File: config.mk
export PLATFORM = sky130hd
export DESIGN_NAME = frog_game_ctrl_flat
export DESIGN_NICKNAME = d
export VERILOG_FILES = /design/src/rtl/frog_game_pkg.sv /design/src/rtl/frog_game_ctrl_if.sv /design/src/rtl/frog_game_ctrl_croc_mover.sv /design/src/rtl/frog_game_ctrl.sv /design/src/flat_wrapper.sv
export SDC_FILE = /design/constraint.sdc
export NUM_CORES = 1
export LEC_CHECK = 0
export BUFFER_PORTS_ARGS = -buffer_cell sky130_fd_sc_hd__buf_2
export CAP_MARGIN = 20
export CORE_AREA = 2 2 160 162
export CTS_CLUSTER_DIAMETER = 150
export DETAILED_ROUTE_END_ITERATION = 7
export DIE_AREA = 0 0 162 164
export GPL_TIMING_DRIVEN = 0
export PLACE_DENSITY = 0.44
export SLEW_MARGIN = 20
export SYNTH_ARGS = -nofsm -noshare
export SYNTH_HDL_FRONTEND = slang
export SYNTH_HIERARCHICAL = 1
export SYNTH_SLANG_ARGS = --single-unit
File: constraint.sdc
create_clock -name dclk -period 5.1 [get_ports dclk]
set_input_delay 1.53 -clock dclk [delete_from_list [all_inputs] [get_ports dclk]]
set_output_delay 1.53 -clock dclk [all_outputs]
set_load 0.01 [all_outputs]
File: src/rtl/frog_game_pkg.sv
// Shared definitions for the frog game controller: state encoding, playfield bounds
// and default crocodile limits.
package frog_game_pkg;

  typedef enum logic [1:0] {
    StPlay = 2'd0,
    StHit  = 2'd1,
    StWin  = 2'd2,
    StOver = 2'd3
  } game_state_e;

  // Croc direction in screen terms: down means Y increasing.
  typedef enum logic {
    DirUp   = 1'b0,
    DirDown = 1'b1
  } croc_dir_e;

  // Frog playfield bounds (left/top edge of the sprite).
  localparam int unsigned FROG_X_MIN = 152;
  localparam int unsigned FROG_X_MAX = 743;
  localparam int unsigned FROG_Y_MIN = 40;
  localparam int unsigned FROG_Y_MAX = 471;

  localparam int unsigned SPRITE_SIZE = 32;

  // Default croc vertical limits and the middle croc's start position.
  localparam int unsigned CROC_Y_MIN_DEF = 32;
  localparam int unsigned CROC_Y_MAX_DEF = 403;
  localparam int unsigned CROC2_Y_START  = 200;

  localparam logic [1:0] LIVES_START = 2'd3;

endpackage

File: src/rtl/frog_game_ctrl_if.sv
// Signal bundle between the game controller and the VGA renderer / button front end.
// master: renderer side (drives sync, buttons, pixel flags); slave: game controller.
interface frog_game_ctrl_if;
  logic       vga_v_sync;
  logic       btn_up;
  logic       btn_down;
  logic       btn_left;
  logic       btn_right;
  logic       InFrog;
  logic       InCroc;
  logic [9:0] FrogX;
  logic [9:0] FrogY;
  logic [8:0] CrocY1;
  logic [8:0] CrocY2;
  logic [8:0] CrocY3;
  logic [1:0] game_state;
  logic [1:0] lives;

  modport master (
    output vga_v_sync, btn_up, btn_down, btn_left, btn_right, InFrog, InCroc,
    input  FrogX, FrogY, CrocY1, CrocY2, CrocY3, game_state, lives
  );

  modport slave (
    input  vga_v_sync, btn_up, btn_down, btn_left, btn_right, InFrog, InCroc,
    output FrogX, FrogY, CrocY1, CrocY2, CrocY3, game_state, lives
  );
endinterface

File: src/rtl/frog_game_ctrl_croc_mover.sv
// One crocodile's vertical position and direction. Bounces between YMin and YMax,
// saturating at the bound and reversing in the same tick.
module croc_mover
  import frog_game_pkg::*;
#(
  parameter int unsigned YReset   = 32,
  parameter croc_dir_e   DirReset = DirDown,
  parameter int unsigned YMin     = CROC_Y_MIN_DEF,
  parameter int unsigned YMax     = CROC_Y_MAX_DEF
) (
  input  logic       dclk,
  input  logic       rst,
  input  logic       tick_i,
  input  logic       enable_i,
  input  logic       restart_i,
  input  logic [2:0] speed_i,
  output logic [8:0] croc_y_o
);

  logic [8:0] y_q, y_d;
  croc_dir_e  dir_q, dir_d;
  logic [9:0] y_up_sum;
  logic [9:0] y_lo_lim;

  // Next position: restart wins over motion; arithmetic in 10 bits so nothing wraps.
  always_comb begin
    y_d      = y_q;
    dir_d    = dir_q;
    y_up_sum = {1'b0, y_q} + {7'd0, speed_i};
    y_lo_lim = 10'(YMin) + {7'd0, speed_i};
    if (tick_i && restart_i) begin
      y_d   = 9'(YReset);
      dir_d = DirReset;
    end else if (tick_i && enable_i) begin
      if (dir_q == DirDown) begin
        if (y_up_sum > 10'(YMax)) begin
          y_d   = 9'(YMax);
          dir_d = DirUp;
        end else begin
          y_d = y_up_sum[8:0];
        end
      end else begin
        if ({1'b0, y_q} < y_lo_lim) begin
          y_d   = 9'(YMin);
          dir_d = DirDown;
        end else begin
          y_d = y_q - {6'd0, speed_i};
        end
      end
    end
  end

  // Position/direction registers.
  always_ff @(posedge dclk or posedge rst) begin
    if (rst) begin
      y_q   <= 9'(YReset);
      dir_q <= DirReset;
    end else begin
      y_q   <= y_d;
      dir_q <= dir_d;
    end
  end

  assign croc_y_o = y_q;

endmodule

File: src/rtl/frog_game_ctrl.sv
// Frog game logic: frog position, three crocs, collision latch and the
// play/hit/win/over state machine, all advancing once per frame (vsync rising edge).
// Optional build macro FROG_GAME_LEVEL_EN adds a difficulty level that speeds up crocs.
module frog_game_ctrl
  import frog_game_pkg::*;
#(
  parameter int unsigned FROG_X_START = 152,
  parameter int unsigned FROG_Y_START = 240,
  parameter int unsigned FROG_STEP    = 4,
  parameter int unsigned CROC_Y_MIN   = CROC_Y_MIN_DEF,
  parameter int unsigned CROC_Y_MAX   = CROC_Y_MAX_DEF,
  parameter int unsigned CROC_SPD1    = 1,
  parameter int unsigned CROC_SPD2    = 2,
  parameter int unsigned CROC_SPD3    = 3,
  parameter int unsigned WIN_X        = 700,
  parameter int unsigned HIT_FRAMES   = 60
) (
  input logic             dclk,
  input logic             rst,
  frog_game_ctrl_if.slave bus
);

  localparam int unsigned HitCntW = $clog2(HIT_FRAMES);

  localparam logic [10:0] XMin = 11'(FROG_X_MIN);
  localparam logic [10:0] XMax = 11'(FROG_X_MAX);
  localparam logic [10:0] YMin = 11'(FROG_Y_MIN);
  localparam logic [10:0] YMax = 11'(FROG_Y_MAX);
  localparam logic [10:0] Step = 11'(FROG_STEP);

  logic               vs_q;
  logic               tick;
  logic               collide;
  logic               any_btn;
  logic               hit_latch_q, hit_latch_d;
  game_state_e        state_q, state_d;
  logic [1:0]         lives_q, lives_d;
  logic [HitCntW-1:0] hit_cnt_q, hit_cnt_d;
  logic [9:0]         frog_x_q, frog_x_d;
  logic [9:0]         frog_y_q, frog_y_d;
  logic [10:0]        x_ext, y_ext, x_n, y_n;
  logic               croc_en;
  logic               croc_restart;
  logic [2:0]         spd1, spd2, spd3;

  assign tick    = bus.vga_v_sync & ~vs_q;
  assign collide = bus.InFrog & bus.InCroc;
  assign any_btn = bus.btn_up | bus.btn_down | bus.btn_left | bus.btn_right;

  // On the tick edge the FSM consumes the old latch, so reload with this cycle's collision.
  assign hit_latch_d = tick ? collide : (hit_latch_q | collide);

`ifdef FROG_GAME_LEVEL_EN
  logic [1:0] level_q, level_d;

  assign spd1 = 3'(CROC_SPD1) + {1'b0, level_q};
  assign spd2 = 3'(CROC_SPD2) + {1'b0, level_q};
  assign spd3 = 3'(CROC_SPD3) + {1'b0, level_q};
`else
  assign spd1 = 3'(CROC_SPD1);
  assign spd2 = 3'(CROC_SPD2);
  assign spd3 = 3'(CROC_SPD3);
`endif

  // Candidate frog position for this tick: one step, up > down > left > right, clamped.
  always_comb begin
    x_ext = {1'b0, frog_x_q};
    y_ext = {1'b0, frog_y_q};
    x_n   = x_ext;
    y_n   = y_ext;
    if (bus.btn_up) begin
      y_n = (y_ext < YMin + Step) ? YMin : y_ext - Step;
    end else if (bus.btn_down) begin
      y_n = (y_ext + Step > YMax) ? YMax : y_ext + Step;
    end else if (bus.btn_left) begin
      x_n = (x_ext < XMin + Step) ? XMin : x_ext - Step;
    end else if (bus.btn_right) begin
      x_n = (x_ext + Step > XMax) ? XMax : x_ext + Step;
    end
  end

  // Game FSM next state; everything only moves on the frame tick.
  always_comb begin
    state_d      = state_q;
    lives_d      = lives_q;
    hit_cnt_d    = hit_cnt_q;
    frog_x_d     = frog_x_q;
    frog_y_d     = frog_y_q;
    croc_en      = 1'b0;
    croc_restart = 1'b0;
`ifdef FROG_GAME_LEVEL_EN
    level_d      = level_q;
`endif
    if (tick) begin
      unique case (state_q)
        StPlay: begin
          croc_en = 1'b1;
          // Hit takes priority over movement and win.
          if (hit_latch_q) begin
            state_d   = StHit;
            lives_d   = lives_q - 2'd1;
            hit_cnt_d = '0;
          end else begin
            frog_x_d = x_n[9:0];
            frog_y_d = y_n[9:0];
            if (x_n >= 11'(WIN_X)) begin
              state_d = StWin;
            end
          end
        end
        StHit: begin
          if (hit_cnt_q == HitCntW'(HIT_FRAMES - 1)) begin
            if (lives_q == 2'd0) begin
              state_d = StOver;
            end else begin
              frog_x_d = 10'(FROG_X_START);
              frog_y_d = 10'(FROG_Y_START);
              state_d  = StPlay;
            end
          end else begin
            hit_cnt_d = hit_cnt_q + 1'b1;
          end
        end
        StWin, StOver: begin
          if (any_btn) begin
            croc_restart = 1'b1;
            frog_x_d     = 10'(FROG_X_START);
            frog_y_d     = 10'(FROG_Y_START);
            lives_d      = LIVES_START;
            state_d      = StPlay;
`ifdef FROG_GAME_LEVEL_EN
            if (state_q == StWin) begin
              level_d = (level_q == 2'd3) ? 2'd3 : level_q + 2'd1;
            end else begin
              level_d = 2'd0;
            end
`endif
          end
        end
      endcase
    end
  end

  // State registers.
  always_ff @(posedge dclk or posedge rst) begin
    if (rst) begin
      vs_q        <= 1'b0;
      hit_latch_q <= 1'b0;
      state_q     <= StPlay;
      lives_q     <= LIVES_START;
      hit_cnt_q   <= '0;
      frog_x_q    <= 10'(FROG_X_START);
      frog_y_q    <= 10'(FROG_Y_START);
`ifdef FROG_GAME_LEVEL_EN
      level_q     <= 2'd0;
`endif
    end else begin
      vs_q        <= bus.vga_v_sync;
      hit_latch_q <= hit_latch_d;
      state_q     <= state_d;
      lives_q     <= lives_d;
      hit_cnt_q   <= hit_cnt_d;
      frog_x_q    <= frog_x_d;
      frog_y_q    <= frog_y_d;
`ifdef FROG_GAME_LEVEL_EN
      level_q     <= level_d;
`endif
    end
  end

  croc_mover #(
    .YReset  (CROC_Y_MIN),
    .DirReset(DirDown),
    .YMin    (CROC_Y_MIN),
    .YMax    (CROC_Y_MAX)
  ) u_croc1 (
    .dclk     (dclk),
    .rst      (rst),
    .tick_i   (tick),
    .enable_i (croc_en),
    .restart_i(croc_restart),
    .speed_i  (spd1),
    .croc_y_o (bus.CrocY1)
  );

  croc_mover #(
    .YReset  (CROC2_Y_START),
    .DirReset(DirUp),
    .YMin    (CROC_Y_MIN),
    .YMax    (CROC_Y_MAX)
  ) u_croc2 (
    .dclk     (dclk),
    .rst      (rst),
    .tick_i   (tick),
    .enable_i (croc_en),
    .restart_i(croc_restart),
    .speed_i  (spd2),
    .croc_y_o (bus.CrocY2)
  );

  croc_mover #(
    .YReset  (CROC_Y_MAX),
    .DirReset(DirUp),
    .YMin    (CROC_Y_MIN),
    .YMax    (CROC_Y_MAX)
  ) u_croc3 (
    .dclk     (dclk),
    .rst      (rst),
    .tick_i   (tick),
    .enable_i (croc_en),
    .restart_i(croc_restart),
    .speed_i  (spd3),
    .croc_y_o (bus.CrocY3)
  );

  assign bus.FrogX      = frog_x_q;
  assign bus.FrogY      = frog_y_q;
  assign bus.game_state = state_q;
  assign bus.lives      = lives_q;

endmodule
File: src/flat_wrapper.sv
// flat-port wrapper written by rule: the top's interface ports become plain ports
module frog_game_ctrl_flat import frog_game_pkg::*;
#(
  parameter int unsigned FROG_X_START = 152,
  parameter int unsigned FROG_Y_START = 240,
  parameter int unsigned FROG_STEP    = 4,
  parameter int unsigned CROC_Y_MIN   = CROC_Y_MIN_DEF,
  parameter int unsigned CROC_Y_MAX   = CROC_Y_MAX_DEF,
  parameter int unsigned CROC_SPD1    = 1,
  parameter int unsigned CROC_SPD2    = 2,
  parameter int unsigned CROC_SPD3    = 3,
  parameter int unsigned WIN_X        = 700,
  parameter int unsigned HIT_FRAMES   = 60
)
  (dclk, rst, bus_vga_v_sync, bus_btn_up, bus_btn_down, bus_btn_left, bus_btn_right, bus_InFrog, bus_InCroc, bus_FrogX, bus_FrogY, bus_CrocY1, bus_CrocY2, bus_CrocY3, bus_game_state, bus_lives);
  frog_game_ctrl_if bus_i ();
  input logic dclk;
  input logic rst;
  input wire logic [$bits(bus_i.vga_v_sync)-1:0] bus_vga_v_sync;
  input wire logic [$bits(bus_i.btn_up)-1:0] bus_btn_up;
  input wire logic [$bits(bus_i.btn_down)-1:0] bus_btn_down;
  input wire logic [$bits(bus_i.btn_left)-1:0] bus_btn_left;
  input wire logic [$bits(bus_i.btn_right)-1:0] bus_btn_right;
  input wire logic [$bits(bus_i.InFrog)-1:0] bus_InFrog;
  input wire logic [$bits(bus_i.InCroc)-1:0] bus_InCroc;
  output wire logic [$bits(bus_i.FrogX)-1:0] bus_FrogX;
  output wire logic [$bits(bus_i.FrogY)-1:0] bus_FrogY;
  output wire logic [$bits(bus_i.CrocY1)-1:0] bus_CrocY1;
  output wire logic [$bits(bus_i.CrocY2)-1:0] bus_CrocY2;
  output wire logic [$bits(bus_i.CrocY3)-1:0] bus_CrocY3;
  output wire logic [$bits(bus_i.game_state)-1:0] bus_game_state;
  output wire logic [$bits(bus_i.lives)-1:0] bus_lives;
  assign bus_i.vga_v_sync = bus_vga_v_sync;
  assign bus_i.btn_up = bus_btn_up;
  assign bus_i.btn_down = bus_btn_down;
  assign bus_i.btn_left = bus_btn_left;
  assign bus_i.btn_right = bus_btn_right;
  assign bus_i.InFrog = bus_InFrog;
  assign bus_i.InCroc = bus_InCroc;
  assign bus_FrogX = bus_i.FrogX;
  assign bus_FrogY = bus_i.FrogY;
  assign bus_CrocY1 = bus_i.CrocY1;
  assign bus_CrocY2 = bus_i.CrocY2;
  assign bus_CrocY3 = bus_i.CrocY3;
  assign bus_game_state = bus_i.game_state;
  assign bus_lives = bus_i.lives;
  frog_game_ctrl #(.FROG_X_START(FROG_X_START), .FROG_Y_START(FROG_Y_START), .FROG_STEP(FROG_STEP), .CROC_Y_MIN(CROC_Y_MIN), .CROC_Y_MAX(CROC_Y_MAX), .CROC_SPD1(CROC_SPD1), .CROC_SPD2(CROC_SPD2), .CROC_SPD3(CROC_SPD3), .WIN_X(WIN_X), .HIT_FRAMES(HIT_FRAMES)) u_core (.dclk(dclk), .rst(rst), .bus(bus_i));
endmodule
==> results of run 1 <==
## synth_stat cells, types with 10 or more instances
cell type and instances:
a22o_1 12, o21ai_1 12, clkbuf_1 30, dfstp_2 19
a31oi_1 16, nor2b_1 15, o21ai_0 60, nor3_1 32
nand2b_1 17, inv_1 44, nand2_1 63, nor2_1 72
buf_2 10, o22ai_1 11, a21oi_1 56, nand3_1 36
dfrtp_1 42, or3_1 11, ha_1 25
## flip-flops by register name, summed over array words and instances, names as in the netlist
name / cells
u_core/bus.FrogX: 10
u_core/u_croc1/dir_q: 1
u_core/bus.game_state: 2
u_core/u_croc3/dir_q: 1
u_core/u_croc2/croc_y_o: 9
u_core/u_croc1/croc_y_o: 9
u_core/bus.lives: 2
u_core/bus.FrogY: 9
u_core/hit_latch_q: 1
u_core/u_croc2/dir_q: 1
u_core/hit_cnt_q: 6
u_core/vs_q: 1
u_core/u_croc3/croc_y_o: 9
## power by group
group | switching [mW] | leakage [nW] | internal [mW]
clock | 0.244 | 0.139 | 0.376
combinational | 1.07 | 2.05 | 0.718
sequential | 0.185 | 0.719 | 0.671
## routing by layer
layer	routed length [um]	share of wire, %
met2	8890	46
met5	0	0
met3	878	4.5
met1	9430	48
met4	253	1.3
## final cells by class
cell class | count | area share, %
timing repair buffer | 60 | 4.19
multi-input combinational | 667 | 59.4
inverter | 44 | 2.28
antenna | 1 | 0.0346
buffer | 47 | 3.03
clock inverter | 5 | 0.727
tap | 330 | 5.71
sequential | 61 | 21.4
clock buffer | 11 | 3.22
## path summary, 6_finish.rpt
path                                startpoint                         end  depth (start not counted)
min                        u_core/bus.lives[1]         u_core/bus.lives[1]                          2
max in group asynchronous                  rst         u_core/hit_cnt_q[5]                          2
min in group asynchronous                  rst  u_core/u_croc2/croc_y_o[2]                          2
max                                 bus_btn_up  u_core/u_croc2/croc_y_o[4]                         11
max reg2reg                u_core/bus.FrogX[3]    u_core/bus.game_state[0]                         11
min reg2reg                u_core/bus.lives[1]         u_core/bus.lives[1]                          2
## logic make-up after synthesis
kind of cell | count (synthesis) | synth area share [%]
adder cells (fa/ha/maj) | 31 | 7.05
flip-flops | 61 | 25.2
AND/OR/NAND/NOR | 309 | 25.7
buffers and inverters | 91 | 6.25
other | 2 | 0.122
AO/OA/AOI/OAI | 283 | 32.2
XOR/XNOR | 15 | 2.14
multiplexers | 7 | 1.24
## placed cells by master, fill, tap and decap left out, types with 6 or more instances in the layout
cell and n:
nand3_1 36, o21ai_2 6, xor2_1 6, buf_2 69
o21ai_1 12, nor2b_1 15, nand2b_1 17, or3_1 11
o22a_1 6, a31oi_1 16, a21o_1 9, nand4_1 9
nand2_1 63, dfstp_2 19, o22ai_1 11, clkbuf_16 9
nor2_1 72, nor3_1 32, a21boi_0 6, and3_1 8
clkbuf_1 32, xnor2_1 9, a21oi_1 56, a311oi_1 7
inv_1 43, a22o_1 12, dfrtp_1 42, fa_1 6
nor4_1 7, conb_1 22, ha_1 25, o21ai_0 60
o21a_1 6
## per-stage QoR
stage / setup WS [ns] / setup TNS [ns] / instance area, sq um
floorplan: 1.18 / 0 / 6220
global placement: -0.636 / -9.86 / 6930
detailed placement: 0.641 / 0 / 6950
CTS: 0.980 / 0 / 7230
global route: 0.690 / 0 / 7230
finish: 1.02 / 0 / 7230
## worst max-delay path: stages
cell and delay (ns):
buf_2 0.15, or2_1 0.11, clkbuf_1 0.35, nor3_1 0.17, nor3b_2 0.49, buf_4 0.27
o21ai_0 0.12, nor2_1 0.53, nand2_1 0.27, nor3_1 0.21, a221o_1 0.15
==> out/results.tsv, run 1 <==
metric	value	unit
drc	0	
cts_buffers	9	
multiInputGateArea	4300	sq um
syn-cell-area	6140	sq um
powerDensity	452	nW/um^2
nFillCells	2729	
cp_max_fo	11	
synth-seq-cells	61	
num_rows	58	
dieArea	26600	sq um
skew	0.00926	ns
max_slew_margin	39.8	%
insertion_delay	0.34	ns
period_share	80.1	%
gr-total-overflow	0	
drive_gt1_share	16.5	%
critPathCaptureType	register	
whs	0.500	ns
grt_pass1_vias	5961	
p_total	3.27	mW
cts-resized-gates	0	
path_class	input pin to register	
regArea	1550	sq um
fin_util	29.1	%
vias	6311	
cp.required	5.37	ns
cp.arrival	4.35	ns
period_minus_slack	4.08	ns
clock_path_buffers	2	
cp-start-kind	input pin	
htreeDepth	3	
grt_max_degree	32	
outcome	complete, no violations	
synth_top_area_share	17.1	%
synth_flop_cell	dfrtp_1	
syn_to_final_growth	17.7	%
grt_setup_unrepaired	no	
irDropWorstVdd	182	uV
dpl.hpwl	14.4	mm
grt_usage	14.9	%
min_path_type	register to register	
hold_viol	0	
synth_top_area_cell	dfrtp_1	
grt_use_met1	20.4	%
wl_per_cell	15.9	um
cts_hold_buf	0	
ys_types	95	
use_met2	23.8	%
synthTopCellsByArea	dfrtp_1, dfstp_2, ha_1	
cts_sinks	61	
drtIter0Drc	648	
seq_area_frac_synth	25.2	%
fmax	0.245	GHz
ys_async_sr_fraction	100	%
nNetsFinal	930	
cts_tree	done	
regToRegSetupSlack	1.77	ns
dr.pass1.iters	5	
instances_no_fill	1226	
clockRootBuffer	clkbuf_16	
core-area	24800	sq um
yosysWarnings	6	
avgSynthCellArea	7.69	sq um
drtAntennaViolNets	0	
die_y	164	um
top_usage_layer	met2	
gp_congestion	0.830	
vias_per_cell	5.15	
ioPinCount	60	
met3_usage	3.16	%
setup_viol	0	
synth_edf_count	0	
synth_cells	799	
max_cap_viol_count	0	
leakagePower	2.91	nW
dieWidth	162	um
worst_slew_pin_slew	0.896	ns
slew_viol_final	0	
cts_setup_buffers	0	
antenna_found_initial	1	
initial_core_util	24.8	%
grt_pass1_wl	31.8	mm
portBuffers	59	
routed_wirelength	19.5	mm
dp_cells	1209	
clk_pin_slew	0.06	ns
(Power assumes the default switching activity.)
==> run 2, diff against run 1 <==
--- a/config.mk
+++ b/config.mk
@@ -12,7 +12,7 @@
 export DETAILED_ROUTE_END_ITERATION = 7
 export DIE_AREA = 0 0 162 164
 export GPL_TIMING_DRIVEN = 0
-export PLACE_DENSITY = 0.44
+export PLACE_DENSITY = 0.45
 export SLEW_MARGIN = 20
 export SYNTH_ARGS = -nofsm -noshare
 export SYNTH_HDL_FRONTEND = slang
==> constraint.sdc (replaced) <==
create_clock -name dclk -period 3.4 [get_ports dclk]
set_input_delay 1.02 -clock dclk [delete_from_list [all_inputs] [get_ports dclk]]
set_output_delay 1.02 -clock dclk [all_outputs]
set_load 0.01 [all_outputs]
==> run 2 against run 1 <==
Against the previous run: combinational power rose by 51%; global-route usage fell by 0.20 points; non-clock buffer count rose by 2; highest routed layer unchanged; critical path type is now register to register; final cell count barely moved.
==> out/results.tsv, run 2 (synthesized netlist as in run 1, its figures left out) <==
metric	value	unit	change
nNetsFinal	932		+0.22%
powerDensity	685	nW/um^2	+52%
cts_hold_buf	0		unchanged
rr_endpoint	u_core/bus.game_state[0]		
setup_viol	0		unchanged
irDropWorstVdd	297	uV	+63%
drc	0		unchanged
regToRegSetupSlack	0.18	ns	-1.59 ns
worst_slew_pin_slew	0.945	ns	+0.0483 ns
skew	0.0111	ns	+0.00188 ns
path_common_cell	nand3_1		
slew_viol_final	0		unchanged
rr_startpoint	u_core/bus.FrogX[3]		
cp_max_fo	10		-1
fmax	0.311	GHz	
layout_common_cells	nor2_1, buf_2, nand2_1		
die_y	164	um	unchanged
cp_cell_sequence	ha_1, or2b_1, a311oi_1, o311ai_2, nand4_1, nand3_1, nor4b_2, nand3_1, nand2_1, mux2_4		
insertion_delay	0.35	ns	about the same
combPwrFrac	53.9	%	-0.9 points
gr-total-overflow	0		unchanged
clk_pin_slew	0.06	ns	about the same
vias	6304		-0.11%
max_slew_margin	36.5	%	-3.3 points
hold_viol	0		unchanged
outcome	complete, no violations		
layout_commonest_cell	nor2_1		
slowest_delay	0.66	ns	+0.13 ns
drive_gt1_share	17.3	%	+0.74 points
drtIter0Drc	553		-15%
antenna_found_initial	0		-1
r2r_cells	10		-1
whs	0.493	ns	-0.00706 ns
htreeDepth	3		unchanged
wl_per_cell	15.6	um	-1.5%
gp_congestion	0.829		-0.12%
dr.pass1.iters	8		+3
cp-start-kind	register		
dieWidth	162	um	unchanged
diodes	0		-1
initial_core_util	24.8	%	unchanged
cp.arrival	3.45	ns	-0.90 ns
dieArea	26600	sq um	unchanged
period_share	94.7	%	
critPathCaptureType	register		
largest_reg_flops	10		unchanged
syn_to_final_growth	19.4	%	
ioPinCount	60		unchanged
drtAntennaViolNets	0		unchanged
dpl.hpwl	14.2	mm	-1.2%
cts_buffers	9		unchanged
min_to	u_core/bus.lives[1]		
p_sw	2.27	mW	+51%
clockRootBuffer	clkbuf_16		
min_path_type	register to register		
routed_wirelength	19.2	mm	-1.4%
fin_util	29.6	%	+0.41 points
setup_tns	0	ns	unchanged
vias_per_cell	5.14		-0.19%
slowest_stage	dfstp_2		
p_clk_share	20.5	%	+1.5 points
max_cap_viol_count	0		unchanged
grt_setup_unrepaired	no		
period_minus_slack	3.22	ns	
clock_path_buffers	2		unchanged
leakagePower	2.94	nW	+1.1%
cp.required	3.63	ns	-1.74 ns
path_class	register to register		
grt_pass1_vias	5890		-1.2%
p_total	5.03	mW	+54%
cts_tree	done		
p_sw_share	45.1	%	-0.87 points
core-area	24800	sq um	unchanged
holdCritStartpoint	u_core/bus.lives[1]		
grt_max_degree	32		unchanged
grt_pass1_wl	31.6	mm	-0.76%
cts_sinks	61		unchanged
intPower	2.76	mW	+56%
num_rows	58		unchanged
portBuffers	59		unchanged
holdPathStages	2		unchanged
seqPwrFrac	25.6	%	-0.6 points
grt_usage	14.7	%	-0.20 points
-- run 2: cell count changes in the layout (fill, tap and decap cells not counted), sizes merged --
cell      before  now
clkinvlp       1    2
diode          1    0
buf           77   79
bufinv         1    2
clkinv         3    1
-- run 2: final cells by class --
type	count	area, sq um
Fill cell	2708	17500
Multi-Input combinational cell	667	4330
Sequential cell	61	1550
Tap cell	330	413
Timing Repair Buffer	62	330
Clock buffer	11	243
Buffer	47	219
Inverter	44	165
Clock inverter	5	83.8
-- run 2: power groups by stage --
stage / sequential (mW) / combinational, mW / clock (mW)
detailed placement: 1.30 / 2.65 / 0
finish: 1.29 / 2.71 / 1.03
CTS: 1.29 / 2.67 / 1.07
floorplan: 1.31 / 1.89 / 0
global placement: 1.30 / 2.67 / 0
global route: 1.34 / 3.03 / 1.10
-- run 2: worst max-delay path by stage --
stage,from,endpoint,slack (ns),cells after the start
CTS,bus_btn_up,u_core/u_croc1/croc_y_o[3],0.02,11
floorplan,bus_btn_down,u_core/u_croc1/croc_y_o[3],0.36,9
global placement,bus_btn_up,u_core/u_croc2/croc_y_o[4],-0.79,10
finish,u_core/bus.FrogX[3],u_core/bus.game_state[0],0.18,10
detailed placement,bus_btn_up,u_core/u_croc2/croc_y_o[4],-0.76,10
global route,u_core/bus.FrogX[3],u_core/bus.game_state[0],0.003,11
-- run 2: worst max-delay path: cells and delay by family (launching register included) --
family / cells / cell delay [ns]
and+or+nand+nor: 6 / 1.16
DFF: 1 / 0.66
AOI/OAI and AO/OA: 2 / 0.62
adders and majority gates: 1 / 0.37
muxes: 1 / 0.29
-- run 2: layer usage --
layer  vias up  track usage, %  wire length [um]
met5         -               0                 0
met4         0            4.22               291
met3        26            2.30               819
met2       159            23.3              8700
met1      2984            20.6              9370
li1       3135               -                 -
-- run 2: per-stage QoR --
stage                     instances  setup slack (ns)  instance area [sq um]
after floorplan                 819             0.361                   6220
after global placement         1208            -0.785                   6930
after detailed placement       1208            -0.762                   6940
after CTS                      1227            0.0157                   7310
after global routing           1227           0.00324                   7340
final                          1227             0.180                   7340
-- run 2: what timing repair did --
| action | CTS | global route |
|---|---|---|
| endpoints found under the setup margin | 21 | 18 |
| pin swaps | 1 | 1 |
| endpoints found under the hold margin | 0 | 0 |
| resized for setup | 1 | 6 |
| setup buffers | 3 | 0 |
==> run 3, diff against run 2 <==
--- a/config.mk
+++ b/config.mk
@@ -12,7 +12,7 @@
 export DETAILED_ROUTE_END_ITERATION = 7
 export DIE_AREA = 0 0 162 164
 export GPL_TIMING_DRIVEN = 0
-export PLACE_DENSITY = 0.45
+export PLACE_DENSITY = 0.44
 export SLEW_MARGIN = 20
 export SYNTH_ARGS = -nofsm -noshare
 export SYNTH_HDL_FRONTEND = slang
==> constraint.sdc (replaced) <==
create_clock -name dclk -period 3.51 [get_ports dclk]
set_input_delay 1.053 -clock dclk [delete_from_list [all_inputs] [get_ports dclk]]
set_output_delay 1.053 -clock dclk [all_outputs]
set_load 0.01 [all_outputs]
==> run 3 against run 2 <==
Against the previous run: sequential cell count stayed put; routed wire length increased by 1.8%; largest power group unchanged; register-to-register slack gained 0.02 ns; core utilization shrank 0.32 points; first-iteration DRC count increased by 1.4%.
==> out/results.tsv, run 3 (synthesized netlist as in run 1, its figures left out) <==
metric	value	unit	change
leakagePower	2.92	nW	-0.81%
nFillCells	2729		+0.78%
post-route-worst-setup-slack	0.203	ns	+0.0230 ns
hold_viol	0		unchanged
htreeDepth	3		unchanged
regArea	1550	sq um	unchanged
dr.pass1.iters	5		-3
slowest_stage	a211oi_2		
path_class	register to register		
period_share	94.2	%	-0.49 points
gp_congestion	0.830		+0.12%
holdCritStartpoint	u_core/bus.lives[1]		
clockRootBuffer	clkbuf_16		
cts_tree	done		
drtAntennaViolNets	0		unchanged
cp.required	3.74	ns	+0.11 ns
dieWidth	162	um	unchanged
p_sw_share	46.0	%	+0.90 points
gr-total-overflow	0		unchanged
rr_startpoint	u_core/bus.FrogX[3]		
fin_util	29.2	%	-0.32 points
crit_family	compound AO/OA/AOI/OAI gates		
vias	6332		+0.44%
wl_per_cell	15.9	um	+1.8%
grt_pass1_vias	5973		+1.4%
cts_buffers	9		unchanged
cp-start-kind	register		
max_slew_margin	38.5	%	+2.0 points
grt_usage	14.9	%	+0.20 points
routed_wirelength	19.5	mm	+1.8%
intPower	2.57	mW	-7.0%
skew	0.00936	ns	-0.00178 ns
regToRegSetupSlack	0.20	ns	+0.02 ns
layout_common_cells	nor2_1, buf_2, nand2_1		
num_rows	58		unchanged
crit_buf_inv	0		unchanged
nNetsFinal	931		-0.11%
insertion_delay	0.34	ns	about the same
die_y	164	um	unchanged
multiInputGateArea	4310	sq um	-0.52%
p_clk_share	18.9	%	-1.6 points
grt_max_degree	32		unchanged
max_cap_viol_count	0		unchanged
core-area	24800	sq um	unchanged
antenna_found_initial	1		+1
clk_pin_slew	0.06	ns	about the same
cts_sinks	61		unchanged
dp_cells	1209		+0.083%
syn_to_final_growth	18.1	%	
slowest_delay	0.45	ns	-0.21 ns
grt_pass1_wl	31.8	mm	+0.72%
layout_commonest_cell	nor2_1		
cp_cell_sequence	ha_1, a211o_1, a211oi_2, nor2_1, a22o_1, a22oi_1, o221ai_1, nor4b_2, nand3_1, nand2_1, mux2_4		
dpl.hpwl	14.4	mm	+1.2%
slew_viol_final	0		unchanged
initial_core_util	24.8	%	unchanged
cts_hold_buf	0		unchanged
holdPathStages	2		unchanged
powerDensity	655	nW/um^2	-4.4%
critPathCaptureType	register		
dieArea	26600	sq um	unchanged
setup_tns	0	ns	unchanged
cp_max_fo	10		unchanged
fmax	0.302	GHz	-2.6%
r2r_cells	11		+1
instances_no_fill	1227		unchanged
drtIter0Drc	561		+1.4%
cp.arrival	3.53	ns	+0.08 ns
ioPinCount	60		unchanged
p_sw	2.19	mW	-3.5%
min_to	u_core/bus.lives[1]		
drive_gt1_share	17.1	%	-0.20 points
largest_reg_flops	10		unchanged
worst_slew_pin_slew	0.915	ns	-0.0297 ns
setup_viol	0		unchanged
clock_path_buffers	2		unchanged
p_total	4.75	mW	-5.4%
combPwrFrac	54.9	%	+1.0 points
rr_endpoint	u_core/bus.game_state[0]		
vias_per_cell	5.16		+0.44%
grt_setup_unrepaired	no		
outcome	complete, no violations		
drc	0		unchanged
period_minus_slack	3.31	ns	+0.0870 ns
irDropWorstVdd	264	uV	-11%
min_path_type	register to register		
seqPwrFrac	26.2	%	+0.6 points
portBuffers	59		unchanged
post-place-ws	-0.472	ns	+0.291 ns
[run 3: worst min-delay path, stage by stage (launching register included)]
cell,delay [ns]
dfstp_2,0.37
inv_1,0.06
a32oi_1,0.06
[run 3: area by class of cell]
class | instances | share of cell area, %
Clock buffer | 11 | 3.21
Inverter | 44 | 2.28
Clock inverter | 5 | 0.724
Buffer | 47 | 3.04
Multi-Input combinational cell | 667 | 59.4
Timing Repair Buffer | 61 | 4.28
Sequential cell | 61 | 21.4
Antenna cell | 1 | 0.0345
Tap cell | 330 | 5.69
[run 3: through the flow]
stage | area (sq um) | hold WS, ns
final | 7260 | 0.500
after global routing | 7250 | 0.513
after CTS | 7240 | 0.497
after detailed placement | 6950 | 0.482
after global placement | 6930 | 0.483
after floorplan | 6220 | 0.473
[run 3: how the worst max path moves through the flow]
| stage | end | startpoint | depth (start not counted) |
|---|---|---|---|
| 2_1_floorplan | u_core/u_croc2/croc_y_o[4] | bus_btn_down | 9 |
| 3_3_place_gp | u_core/u_croc2/croc_y_o[4] | bus_btn_up | 10 |
| 3_5_place_dp | u_core/u_croc2/croc_y_o[4] | bus_btn_up | 11 |
| 4_1_cts | u_core/u_croc2/croc_y_o[4] | bus_btn_up | 11 |
| 5_1_grt | u_core/u_croc2/croc_y_o[4] | bus_btn_up | 11 |
| 6_report | u_core/bus.game_state[0] | u_core/bus.FrogX[3] | 11 |
[run 3: timing repair]
action                                  CTS  global route
pin swaps                                 0             1
endpoints found under the setup margin    4            13
setup buffers                             0             1
gates resized for setup                   2             3
[run 3: power groups by stage]
stage | Combinational (mW) | Sequential [mW] | Clock (mW)
2_1_floorplan | 1.83 | 1.27 | 0
3_3_place_gp | 2.59 | 1.26 | 0
3_5_place_dp | 2.56 | 1.26 | 0
4_1_cts | 2.59 | 1.25 | 0.933
5_1_grt | 2.92 | 1.29 | 0.975
6_report | 2.61 | 1.24 | 0.900
[run 3: per-layer routing]
metal  vias up  share of wire (%)  track usage (%)
met5         -                  0                0
met4         0                1.3             3.90
met3        18                4.8             3.16
met2       188                 46             23.9
met1      2998                 48             20.4
li1       3128                  -                -
